File: src/rtl/delaychain_meas_ctrl_if.sv
// Request/response bundle between the pin-side controller and the delay-chain
// measurement sequencer, including the chain data input, strobe and observed taps.
interface delaychain_meas_ctrl_if #(
  parameter int N_TAPS = 9,
  parameter int CNT_W  = 12
) ();
  logic              start;
  logic              abort;
  logic [3:0]        tap_sel;
  logic              pol;
  logic [N_TAPS-1:0] taps;
  logic              launch;
  logic              test_en;
  logic              busy;
  logic              done;
  logic [CNT_W-1:0]  result;
  logic              timeout;
  logic              error;

  modport master (
    output start, abort, tap_sel, pol, taps,
    input  launch, test_en, busy, done, result, timeout, error
  );

  modport slave (
    input  start, abort, tap_sel, pol, taps,
    output launch, test_en, busy, done, result, timeout, error
  );
endinterface

File: src/rtl/delaychain_meas_ctrl.sv
// Delay-chain measurement sequencer: primes the chain, launches one edge and
// counts clk cycles until the selected tap (after a 2-flop synchroniser) follows.
module delaychain_meas_ctrl #(
  parameter int N_TAPS     = 9,
  parameter int CNT_W      = 12,
  parameter int SETTLE_CYC = 255
) (
  input logic                   clk,
  input logic                   rst_n,
  delaychain_meas_ctrl_if.slave bus
);

  localparam logic [1:0] ST_IDLE    = 2'd0;
  localparam logic [1:0] ST_PRIME   = 2'd1;
  localparam logic [1:0] ST_MEASURE = 2'd2;
  localparam logic [1:0] ST_FINISH  = 2'd3;

  localparam logic [CNT_W-1:0] SETTLE_LAST = CNT_W'(SETTLE_CYC - 1);
  localparam logic [CNT_W-1:0] CNT_MAX     = {CNT_W{1'b1}};
  localparam logic [CNT_W-1:0] CNT_ONE     = {{(CNT_W-1){1'b0}}, 1'b1};
  localparam logic [4:0]       TAP_LIMIT   = 5'(N_TAPS);

  logic [1:0]       state_q,   state_d;
  logic [CNT_W-1:0] cnt_q,     cnt_d;
  logic [3:0]       tap_sel_q, tap_sel_d;
  logic             pol_q,     pol_d;
  logic             launch_q,  launch_d;
  logic             test_en_q, test_en_d;
  logic             busy_q,    busy_d;
  logic             done_q,    done_d;
  logic [CNT_W-1:0] result_q,  result_d;
  logic             timeout_q, timeout_d;
  logic             error_q,   error_d;
  logic             sync1_q;
  logic             tap_s_q;
  logic             tap_mux_s;

  always_comb begin
    tap_mux_s = 1'b0;
    for (int i = 0; i < N_TAPS; i++) begin
      tap_mux_s = tap_mux_s | ((tap_sel_q == 4'(i)) & bus.taps[i]);
    end
  end

  // Taps are asynchronous to clk; only the twice-registered tap_s_q is trusted.
  always_ff @(posedge clk) begin
    if (!rst_n) begin
      sync1_q <= 1'b0;
      tap_s_q <= 1'b0;
    end else begin
      sync1_q <= tap_mux_s;
      tap_s_q <= sync1_q;
    end
  end

  always_comb begin
    state_d   = state_q;
    cnt_d     = cnt_q;
    tap_sel_d = tap_sel_q;
    pol_d     = pol_q;
    launch_d  = launch_q;
    test_en_d = test_en_q;
    busy_d    = busy_q;
    done_d    = 1'b0;
    result_d  = result_q;
    timeout_d = timeout_q;
    error_d   = error_q;

    case (state_q)
      ST_IDLE: begin
        if (bus.start) begin
          tap_sel_d = bus.tap_sel;
          pol_d     = bus.pol;
          result_d  = '0;
          timeout_d = 1'b0;
          error_d   = 1'b0;
          busy_d    = 1'b1;
          cnt_d     = '0;
          if ({1'b0, bus.tap_sel} >= TAP_LIMIT) begin
            state_d   = ST_FINISH;
            error_d   = 1'b1;
            done_d    = 1'b1;
            test_en_d = 1'b0;
          end else begin
            state_d   = ST_PRIME;
            launch_d  = ~bus.pol;
            test_en_d = 1'b1;
          end
        end else begin
          busy_d = 1'b0;
        end
      end

      ST_PRIME: begin
        if (bus.abort) begin
          state_d   = ST_IDLE;
          test_en_d = 1'b0;
          busy_d    = 1'b0;
        end else if (cnt_q == SETTLE_LAST) begin
          // A settled non-inverting chain must read back the primed level.
          if (tap_s_q == pol_q) begin
            state_d   = ST_FINISH;
            error_d   = 1'b1;
            done_d    = 1'b1;
            test_en_d = 1'b0;
          end else begin
            state_d  = ST_MEASURE;
            launch_d = pol_q;
            cnt_d    = '0;
          end
        end else begin
          cnt_d = cnt_q + CNT_ONE;
        end
      end

      ST_MEASURE: begin
        if (bus.abort) begin
          state_d   = ST_IDLE;
          test_en_d = 1'b0;
          busy_d    = 1'b0;
        end else if (tap_s_q == pol_q) begin
          state_d   = ST_FINISH;
          result_d  = cnt_q;
          done_d    = 1'b1;
          test_en_d = 1'b0;
        end else if (cnt_q == CNT_MAX) begin
          state_d   = ST_FINISH;
          result_d  = CNT_MAX;
          timeout_d = 1'b1;
          done_d    = 1'b1;
          test_en_d = 1'b0;
        end else begin
          cnt_d = cnt_q + CNT_ONE;
        end
      end

      ST_FINISH: begin
        state_d   = ST_IDLE;
        busy_d    = 1'b0;
        test_en_d = 1'b0;
      end

      default: begin
        state_d   = ST_IDLE;
        busy_d    = 1'b0;
        test_en_d = 1'b0;
      end
    endcase
  end

  always_ff @(posedge clk) begin
    if (!rst_n) begin
      state_q   <= ST_IDLE;
      cnt_q     <= '0;
      tap_sel_q <= 4'd0;
      pol_q     <= 1'b0;
      launch_q  <= 1'b0;
      test_en_q <= 1'b0;
      busy_q    <= 1'b0;
      done_q    <= 1'b0;
      result_q  <= '0;
      timeout_q <= 1'b0;
      error_q   <= 1'b0;
    end else begin
      state_q   <= state_d;
      cnt_q     <= cnt_d;
      tap_sel_q <= tap_sel_d;
      pol_q     <= pol_d;
      launch_q  <= launch_d;
      test_en_q <= test_en_d;
      busy_q    <= busy_d;
      done_q    <= done_d;
      result_q  <= result_d;
      timeout_q <= timeout_d;
      error_q   <= error_d;
    end
  end

  assign bus.launch  = launch_q;
  assign bus.test_en = test_en_q;
  assign bus.busy    = busy_q;
  assign bus.done    = done_q;
  assign bus.result  = result_q;
  assign bus.timeout = timeout_q;
  assign bus.error   = error_q;

endmodule

File: src/flat_wrapper.sv
// flat-port wrapper written by rule: the top's interface ports become plain ports
module delaychain_meas_ctrl_flat 
#(
  parameter int N_TAPS     = 9,
  parameter int CNT_W      = 12,
  parameter int SETTLE_CYC = 255
)
  (clk, rst_n, bus_start, bus_abort, bus_tap_sel, bus_pol, bus_taps, bus_launch, bus_test_en, bus_busy, bus_done, bus_result, bus_timeout, bus_error);
  delaychain_meas_ctrl_if #(.N_TAPS(N_TAPS), .CNT_W(CNT_W)) bus_i ();
  input logic clk;
  input logic rst_n;
  input wire logic [$bits(bus_i.start)-1:0] bus_start;
  input wire logic [$bits(bus_i.abort)-1:0] bus_abort;
  input wire logic [$bits(bus_i.tap_sel)-1:0] bus_tap_sel;
  input wire logic [$bits(bus_i.pol)-1:0] bus_pol;
  input wire logic [$bits(bus_i.taps)-1:0] bus_taps;
  output wire logic [$bits(bus_i.launch)-1:0] bus_launch;
  output wire logic [$bits(bus_i.test_en)-1:0] bus_test_en;
  output wire logic [$bits(bus_i.busy)-1:0] bus_busy;
  output wire logic [$bits(bus_i.done)-1:0] bus_done;
  output wire logic [$bits(bus_i.result)-1:0] bus_result;
  output wire logic [$bits(bus_i.timeout)-1:0] bus_timeout;
  output wire logic [$bits(bus_i.error)-1:0] bus_error;
  assign bus_i.start = bus_start;
  assign bus_i.abort = bus_abort;
  assign bus_i.tap_sel = bus_tap_sel;
  assign bus_i.pol = bus_pol;
  assign bus_i.taps = bus_taps;
  assign bus_launch = bus_i.launch;
  assign bus_test_en = bus_i.test_en;
  assign bus_busy = bus_i.busy;
  assign bus_done = bus_i.done;
  assign bus_result = bus_i.result;
  assign bus_timeout = bus_i.timeout;
  assign bus_error = bus_i.error;
  delaychain_meas_ctrl #(.N_TAPS(N_TAPS), .CNT_W(CNT_W), .SETTLE_CYC(SETTLE_CYC)) u_core (.clk(clk), .rst_n(rst_n), .bus(bus_i));
endmodule
File: config.mk
export PLATFORM = sky130hd
export DESIGN_NAME = delaychain_meas_ctrl_flat
export DESIGN_NICKNAME = d
export VERILOG_FILES = /design/src/rtl/delaychain_meas_ctrl_if.sv /design/src/rtl/delaychain_meas_ctrl.sv /design/src/flat_wrapper.sv
export SDC_FILE = /design/constraint.sdc
export NUM_CORES = 1
export LEC_CHECK = 0
export BUFFER_PORTS_ARGS = -buffer_cell sky130_fd_sc_hd__buf_2
export CORE_MARGIN = 10
export CORE_UTILIZATION = 50
export CTS_BUF_LIST = sky130_fd_sc_hd__clkbuf_2 sky130_fd_sc_hd__clkbuf_4 sky130_fd_sc_hd__clkbuf_8
export CTS_CLUSTER_SIZE = 30
export DETAILED_ROUTE_END_ITERATION = 12
export PLACE_DENSITY = 0.73
export SLEW_MARGIN = 20
export SYNTH_ARGS = -nofsm -noshare
export SYNTH_HDL_FRONTEND = slang
export SYNTH_SLANG_ARGS = --single-unit
export TNS_END_PERCENT = 5
File: constraint.sdc
create_clock -name clk -period 2.43 [get_ports clk]
set_clock_uncertainty 0.15 [all_clocks]
set_input_delay 0.243 -clock clk [delete_from_list [all_inputs] [get_ports clk]]
set_output_delay 0.243 -clock clk [all_outputs]
set_load 0.02 [all_outputs]
==> summary.txt, run 1 <==
Status - finished, final reports clean
Multi-input gate area - 1220 µm²
TritonCTS clock tree - built
Crit path cell chain - nand3_1 -> or4_4 -> a221oi_2 -> nor2_1 -> a311oi_1
Core ar. - 4060 µm²
Die ar. - 7250 µm²
EDFF count, synth - 0
Headroom to the max-slew limit - 0.486
Syn Area/Cell - 8.60 µm²
Endpoint class of the critical path - flip-flop
Syn Inst Count - 247
CP delay by family, top - simple AND/OR/NAND/NOR gates
CTS Buffer Depth - 2
Count of cell types in the netlist - 52
Wire per inst - 15.2 µm
CTS Sinks - 39
Post-synth top area share - 0.368
HPWL after DPL - 3930 µm
Crit path buffers/inverters - 0
Total grt overflow - 0
Critical Path Fanout Max - 9
Die W - 85.2 µm
Post-Route WL - 5210 µm
Area grow syn2layout - 20.9%
Post-CTS setup buffer count - 0
Die Ht - 85.2 µm
Routed Antenna Nets - 0
# rows - 23
# IOs - 36
Reg clk slew, reported paths - 70 ps
Final-stage net count - 317
Final clock period utilization by the worst path - 0.946
Synth area leaders - dfxtp_1 (37%), a21oi_1 (5.7%), nand2_1 (5.1%)
Worst reg2reg path depth - 5
CP arrival - 2320 ps
Vias per Instance - 5.90
Initial Util - 0.523
Share of layout cells above drive strength 1 - 0.276
Leading area contributor after synthesis - dfxtp_1
IO buf count - 35
Sequential cell area - 782 µm²
Slowest stage delay, CP - 590 ps
Least-Margin Pin Slew - 766 ps
WHS Path Cells - 3
Crit path time final - 2300 ps
Pre-Repair DR Iteration Count - 4
FILL cells - 361
Hold Fails Final Rpt - 0
CP required - 2460 ps
CP startpoint kind - flip-flop
Commonest cells post-synth - dfxtp_1 (39), nand2_1 (29), a21oi_1 (24), nand3_1 (14), o21ai_1 (12)
Final setup vio count - 0
Post-Syn Nets - 272
CP Class - flip-flop to flip-flop
Vias in the first global route - 1889
Fin. max-slew vios - 0
Total GRT Usage - 0.142
Root Buffer - clkbuf_8
Synth warn - 0
RSZ-0062 raised after global routing - no
Seq cells post-synth - 39
Main flop type after synthesis - dfxtp_1
Antenna diode count - 0
Residual DRC count - 0
RD Place Congestion - 0.889
Setup total negative slack - 0 ps
Max_cap viols - 0
Min-delay worst type - input pin to flip-flop
CTS Buf Count - 5
Worst hold margin - 62.6 ps
Initial DRC Count - 164
Leakage - 1.02 nW
Largest net degree at the start of global routing - 32
Fmax - 0.435 GHz
Peak supply drop - 0.000592 V
Levels on crit path - 5
Cell area after synthesis - 2120 µm²
CTS H-Tree Depth - 2
Initial antenna violation count - 0
Share of async-settable or async-resettable flops after synthesis - 0
Post-synthesis sequential area ratio - 0.368
CP max-delay cell - or4_4
Vias - 2023
First-pass GRT wire length - 8920 µm
Top-count cell post-synth - dfxtp_1
Clk_lat worst skew - 290 ps
Power per cell area - 905 nW/µm²
-- path summary, 6_finish.rpt --
check | slack (ps) | from | end
setup / recovery | 130 | u_core.cnt_q[8] | u_core.state_q[1]
hold / removal | 60 | bus_pol | u_core.pol_q
setup reg to reg | 130 | u_core.cnt_q[8] | u_core.state_q[1]
hold reg to reg | 290 | u_core.sync1_q | u_core.tap_s_q
-- stage by stage --
stage	instances	setup slack [ps]	util	power, mW	cell area (µm²)
floorplan	247	112	-	1.46	2120
global placement	335	171	0.602	1.75	2440
detailed placement	335	90.3	0.602	1.76	2440
CTS	343	76.7	0.631	2.33	2560
global route	343	11.8	0.632	2.49	2570
finish	343	131	0.632	2.32	2570
-- registers in the layout, indices dropped and copies added (netlist names) --
name                cells
u_core.bus.busy         1
u_core.bus.done         1
u_core.bus.error        1
u_core.bus.launch       1
u_core.bus.result      12
u_core.bus.test_en      1
u_core.bus.timeout      1
u_core.cnt_q           12
u_core.pol_q            1
u_core.state_q          2
u_core.sync1_q          1
u_core.tap_s_q          1
u_core.tap_sel_q        4
-- routing by layer --
metal	part of all wire	vias up	track usage	wire length [µm]
met2	0.46	54	0.223	2400
met4	0.0088	0	0.0374	46
met1	0.46	942	0.188	2410
met5	0	-	0	0
li1	-	1021	-	-
met3	0.067	6	0.0382	351
-- timing repair --
| item | in CTS | in global routing |
|---|---|---|
| hold buffers | 0 | 0 |
| resized for setup | 0 | 3 |
| endpoints found under the setup margin | 0 | 8 |
-- area by class of cell --
| type | count | share of cell area |
|---|---|---|
| multi-input cells | 181 | 0.477 |
| flip-flops and latches | 39 | 0.305 |
| repair buffers | 56 | 0.135 |
| clock buffers | 6 | 0.0322 |
| well taps | 50 | 0.0244 |
| clock inverters | 2 | 0.0137 |
| inverters | 9 | 0.0132 |
-- layout by cell type, fill, tap and decap left out, types with 2 or more instances in the layout --
cell type,Yosys,final
ha_2,0,2
o311ai_1,8,8
nand3b_1,4,4
clkbuf_8,0,6
dfxtp_1,39,38
a211oi_1,2,2
a21oi_1,24,24
mux2i_1,3,3
nand2b_1,4,4
o41ai_2,6,6
or4_1,2,2
nand2_1,29,29
nand3_1,14,14
buf_2,5,35
o21ai_0,11,11
ha_1,7,5
o21ai_1,12,12
buf_4,2,20
o311ai_0,3,3
nor4_1,3,3
mux4_2,2,2
nor2_1,10,10
nor2b_1,2,2
inv_1,9,9
o211ai_1,2,2
nor3_1,2,2
a311oi_1,2,2
o31ai_1,3,3
a31oi_1,3,3
-- worst min-delay path, stage by stage --
cell and delay (ps):
buf_2 100, nand3_1 50, a21oi_1 50
-- logic make-up after synthesis --
family | synth area share
compound gates | 0.292
xor+xnor | 0.00825
fa+ha+maj | 0.0412
buf+inv | 0.0577
flops | 0.368
mux | 0.0354
simple gates | 0.198
-- report_power, final --
| part | switching (mW) | internal (mW) | total (mW) |
|---|---|---|---|
| sequential | 0.0528 | 0.719 | 0.772 |
| clock | 0.226 | 0.332 | 0.559 |
| combinational | 0.608 | 0.384 | 0.992 |
| total | 0.887 | 1.44 | 2.32 |
Power figures use the tool's default switching activity.
==> run 2: changes to the inputs <==
- CTS_BUF_LIST: sky130_fd_sc_hd__clkbuf_2 sky130_fd_sc_hd__clkbuf_4 sky130_fd_sc_hd__clkbuf_8 -> sky130_fd_sc_hd__clkbuf_4
- SETUP_SLACK_MARGIN: not set -> 0.4
==> summary.txt, run 2 (synthesis gave the netlist of run 1 again) <==
Largest net degree at the start of global routing - 32 (unchanged)
Critical Path Fanout Max - 13 (+4)
CTS Buffer Depth - 2 (unchanged)
# rows - 23 (unchanged)
Met3 WL post-DR - 497 µm (+42%)
Leakage - 1.01 nW (-0.82%)
Antenna diode count - 0 (unchanged)
CTS Sinks - 39 (unchanged)
CP arrival - 2330 ps (about the same)
Pre-Repair DR Iteration Count - 4 (unchanged)
RD Place Congestion - 0.893 (+0.46%)
Power per cell area - 895 nW/µm² (-1.2%)
Metal2 WL - 2420 µm (+1.2%)
Share of layout cells above drive strength 1 - 0.324 (+0.0477)
Residual DRC count - 0 (unchanged)
Core ar. - 4060 µm² (unchanged)
Endpoint class of the critical path - flip-flop
Initial Util - 0.523 (unchanged)
Die W - 85.2 µm (unchanged)
Routed Antenna Nets - 0 (unchanged)
Final setup vio count - 0 (unchanged)
Wire per inst - 16.0 µm (+5.5%)
Total GRT Usage - 0.150 (+0.00717)
Total grt overflow - 0 (unchanged)
Post-Route WL - 5450 µm (+4.6%)
Reg clk slew, reported paths - 120 ps (+50 ps)
Least-Margin Pin Slew - 574 ps (-192 ps)
CTS Buf Count - 5 (unchanged)
Initial DRC Count - 200 (+22%)
Headroom to the max-slew limit - 0.614 (+0.128)
Met1 wire length - 2470 µm (+2.4%)
RSZ-0062 raised after global routing - yes
IO buf count - 35 (unchanged)
CP Class - flip-flop to flip-flop
Die Ht - 85.2 µm (unchanged)
Fin. max-slew vios - 0 (unchanged)
Status - finished, final reports clean
Area grow syn2layout - 23.5%
CTS H-Tree Depth - 2 (unchanged)
Fmax - 0.452 GHz (+4.0%)
Final-stage net count - 314 (-0.95%)
TritonCTS clock tree - built
CP required - 2550 ps (+90 ps)
Final clock period utilization by the worst path - 0.910 (-0.0368)
Setup total negative slack - 0 ps (unchanged)
Peak supply drop - 0.000427 V (-28%)
CP startpoint kind - flip-flop
Clk_lat worst skew - 350 ps (+60 ps)
Max_cap viols - 0 (unchanged)
First-pass GRT wire length - 9320 µm (+4.4%)
HPWL after DPL - 3920 µm (-0.41%)
Vias per Instance - 5.96 (+1.0%)
Slowest stage delay, CP - 500 ps (-90 ps)
Hold Fails Final Rpt - 0 (unchanged)
# IOs - 36 (unchanged)
Crit path cell chain - clkinvlp_4 -> ha_4 -> nor2b_4 -> a211oi_2 -> o22ai_2 -> buf_6 -> or4_1 -> a21oi_1
FILL cells - 345 (-4.4%)
Vias - 2026 (+0.15%)
Crit path time final - 2210 ps (-89.4 ps)
Initial antenna violation count - 0 (unchanged)
Commonest non-fill, non-tap cells in the layout - buf_2 (35), dfxtp_1 (35), nand2_1 (29), a21oi_1 (24), buf_4 (16)
Uppermost routed layer - met4
CP max-delay cell - or4_1
Sequential cell area - 791 µm² (+1.1%)
Multi-input gate area - 1340 µm² (+9.1%)
CTS Hold Bufs - 0 (unchanged)
Die ar. - 7250 µm² (unchanged)
Util after Layout - 0.646 (+0.0136)
Root Buffer - clkbuf_4
Vias in the first global route - 1946 (+3.0%)
Min-delay worst type - input pin to flip-flop
## run 2: changes by cell type in the layout (fill, tap and decap cells not counted), sizes merged
cell,change
buf,-3
clkbuf,-1
clkinv,+1
clkinvlp,+1
inv,-1
## run 2: worst paths after layout
path | startpoint | slack [ps] | endpoint | cells after the start
setup reg to reg | u_core.state_q[0] | 220 | u_core.cnt_q[1] | 8
setup / recovery | u_core.state_q[0] | 220 | u_core.cnt_q[1] | 8
hold reg to reg | u_core.sync1_q | 300 | u_core.tap_s_q | 1
hold / removal | bus_tap_sel[2] | 20 | u_core.tap_sel_q[2] | 3
## run 2: repair_timing
item                                    in CTS  in global routing
buffers inserted                             2                  0
gates resized for setup                     10                  1
cloned                                       0                  0
pin swaps                                    3                  2
endpoints found under the setup margin      27                 30
## run 2: final cells by class
type,count,area share
multi-input combinational,181,0.510
sequential,39,0.302
timing repair buffer,53,0.121
tap,50,0.0239
clock inverter,3,0.0148
clock buffer,5,0.0143
inverter,9,0.0143
## run 2: critical path: cells and delay by family, from the launching register on
family | cells | cell delay, ps
simple gates | 2 | 660
compound gates | 3 | 400
flops | 1 | 380
buf+inv | 2 | 310
fa+ha+maj | 1 | 220
## run 2: report_power, final
| part | internal (mW) | switching (mW) | total, mW | leakage (nW) |
|---|---|---|---|---|
| clock | 0.212 | 0.206 | 0.418 | 0.0426 |
| sequential | 0.728 | 0.0581 | 0.786 | 0.319 |
| combinational | 0.462 | 0.680 | 1.14 | 0.651 |
## run 2: routing by layer
layer	track usage	up-vias
met5	0	-
met4	0.0479	0
met3	0.0516	5
met2	0.223	75
met1	0.196	923
li1	-	1023
## run 2: stage by stage
| step | hold WS [ps] | cells | instance area [µm²] | power [mW] | setup WS [ps] |
|---|---|---|---|---|---|
| after detailed placement | 278 | 330 | 2460 | 1.81 | 221 |
| after global placement | 277 | 330 | 2460 | 1.81 | 263 |
| final | 19.4 | 340 | 2620 | 2.35 | 220 |
| after global routing | 11.2 | 340 | 2620 | 2.52 | 115 |
| after floorplan | 240 | 247 | 2200 | 1.56 | 367 |
| after CTS | 6.09 | 340 | 2620 | 2.34 | 223 |
==> run 3: changes to the inputs <==
--- a/config.mk
+++ b/config.mk
@@ -8,9 +8,9 @@
 export BUFFER_PORTS_ARGS = -buffer_cell sky130_fd_sc_hd__buf_2
 export CORE_MARGIN = 10
-export CORE_UTILIZATION = 50
+export CORE_UTILIZATION = 52
 export CTS_BUF_LIST = sky130_fd_sc_hd__clkbuf_4
 export CTS_CLUSTER_SIZE = 30
 export DETAILED_ROUTE_END_ITERATION = 12
-export PLACE_DENSITY = 0.73
+export PLACE_DENSITY = 0.76
 export SETUP_SLACK_MARGIN = 0.4
 export SLEW_MARGIN = 20
--- a/constraint.sdc
+++ b/constraint.sdc
@@ -3,3 +3,3 @@
 set_input_delay 0.243 -clock clk [delete_from_list [all_inputs] [get_ports clk]]
 set_output_delay 0.243 -clock clk [all_outputs]
-set_load 0.02 [all_outputs]
+set_load 0.1 [all_outputs]
==> summary.txt, run 3 (synthesis gave the netlist of run 1 again) <==
Hold Fails Final Rpt - 0 (unchanged)
TritonCTS clock tree - built
Residual DRC count - 0 (unchanged)
FILL cells - 316 (-8.4%)
Routed Antenna Nets - 0 (unchanged)
Initial Util - 0.535 (+0.0114)
Fmax - 0.439 GHz (-3.1%)
Final-stage net count - 328 (+4.5%)
DP Cell Count - 328 (-0.61%)
IO buf count - 35 (unchanged)
HPWL after DPL - 4030 µm (+2.8%)
Leakage - 1.10 nW (+8.3%)
RSZ-0062 raised after global routing - yes
Share of layout cells above drive strength 1 - 0.359 (+0.0344)
Max_cap viols - 0 (unchanged)
Largest net degree at the start of global routing - 32 (unchanged)
Fin. max-slew vios - 0 (unchanged)
CTS Buffer Depth - 2 (unchanged)
Fin cells - 354 (+4.1%)
CTS H-Tree Depth - 2 (unchanged)
Peak supply drop - 0.000602 V (+41%)
Initial DRC Count - 228 (+14%)
Headroom to the max-slew limit - 0.472 (-0.142)
Wire per inst - 18.1 µm (+13%)
Commonest non-fill, non-tap cells in the layout - buf_2 (36), dfxtp_1 (35), nand2_1 (29), buf_4 (24), a21oi_1 (23)
CP arrival - 2430 ps (+100 ps)
Die ar. - 7040 µm² (-2.9%)
# IOs - 36 (unchanged)
Final clock period utilization by the worst path - 0.938 (+0.0288)
Setup total negative slack - 0 ps (unchanged)
Endpoint class of the critical path - flip-flop
Status - finished, final reports clean
Pre-Repair DR Iteration Count - 5 (+1)
Post-Route WL - 6390 µm (+17%)
RD Place Congestion - 0.841 (-5.8%)
Crit path time final - 2280 ps (+70.1 ps)
# rows - 23 (unchanged)
Clk_lat worst skew - 360 ps (about the same)
Die W - 83.9 µm (-1.5%)
CP Class - flip-flop to flip-flop
Vias in the first global route - 2153 (+11%)
First-pass GRT wire length - 10300 µm (+10%)
Core ar. - 3970 µm² (-2.1%)
CTS Buf Count - 5 (unchanged)
Root Buffer - clkbuf_4
Worst hold margin - 42.1 ps (+22.8 ps)
Antenna diode count - 0 (unchanged)
Commonest non-fill, non-tap cell in the layout - buf_2
CTS Sinks - 39 (unchanged)
Final setup vio count - 0 (unchanged)
Least-Margin Pin Slew - 787 ps (+213 ps)
CP required - 2580 ps (+30 ps)
Total grt overflow - 0 (unchanged)
Setup WS pre-CTS - 122 ps (-98.6 ps)
CP startpoint kind - flip-flop
Power per cell area - 1010 nW/µm² (+13%)
Die Ht - 83.9 µm (-1.5%)
Reg clk slew, reported paths - 120 ps (about the same)
Vias - 2202 (+8.7%)
Min-delay worst type - input pin to flip-flop
Initial antenna violation count - 0 (unchanged)
WHS Path Cells - 4 (+1)
Area grow syn2layout - 31.8%
Vias per Instance - 6.22 (+4.4%)
Critical Path Fanout Max - 7 (-6)
Final setup margin - 150 ps (-70.1 ps)
Worst reg2reg path depth - 9 (+1)
Total GRT Usage - 0.173 (+0.0232)
==> run 3: critical path: stages (launching register included) <==
cell,delay (ps)
dfxtp_4,390
clkinvlp_4,110
buf_4,160
ha_4,190
a211oi_4,260
o22ai_2,130
or3_4,410
buf_6,150
buf_4,140
o21ai_1,130
==> run 3: repair_timing <==
action,4_1_cts,5_1_grt
gates cloned,2,0
pin swaps,10,2
hold buffers,5,0
hold endpoints to repair,5,0
buffers inserted,11,0
gates resized for setup,16,6
endpoints found under the setup margin,29,31
==> run 3: report_power, final <==
group          switching (mW)  internal, mW
Combinational            1.01         0.590
Clock                   0.226         0.211
Sequential             0.0746         0.728
Total                    1.31          1.53
==> run 3: layer usage <==
metal / global-route usage / vias to the layer above / routed length [µm]
met4: 0.0548 / 0 / 84
met2: 0.293 / 83 / 3180
met3: 0.0547 / 11 / 429
met5: 0 / - / 0
met1: 0.201 / 1062 / 2710
li1: - / 1046 / -
==> run 3: area by class of cell <==
| type | count | area, µm² | share of cell area |
|---|---|---|---|
| tap | 50 | 62.6 | 0.0224 |
| multi-input combinational | 181 | 1400 | 0.499 |
| inverter | 9 | 40.0 | 0.0143 |
| timing repair buffer | 67 | 433 | 0.155 |
| clock inverter | 3 | 38.8 | 0.0139 |
| sequential | 39 | 791 | 0.283 |
| clock buffer | 5 | 37.5 | 0.0134 |
==> run 3: path summary, 6_finish.rpt <==
kind                endpoint  slack (ps)              start
min reg2reg   u_core.tap_s_q         300     u_core.sync1_q
max reg2reg  u_core.cnt_q[8]         150  u_core.state_q[0]
min           u_core.sync1_q          40        bus_taps[0]
max          u_core.cnt_q[8]         150  u_core.state_q[0]
==> run 3: per-stage QoR <==
stage                      util  total power, mW  cell area (µm²)
after global placement    0.617             2.00             2450
final                     0.704             2.84             2800
after floorplan               -             1.78             2200
after detailed placement  0.617             2.03             2450
after CTS                 0.697             2.73             2770
after global routing      0.704             2.96             2800
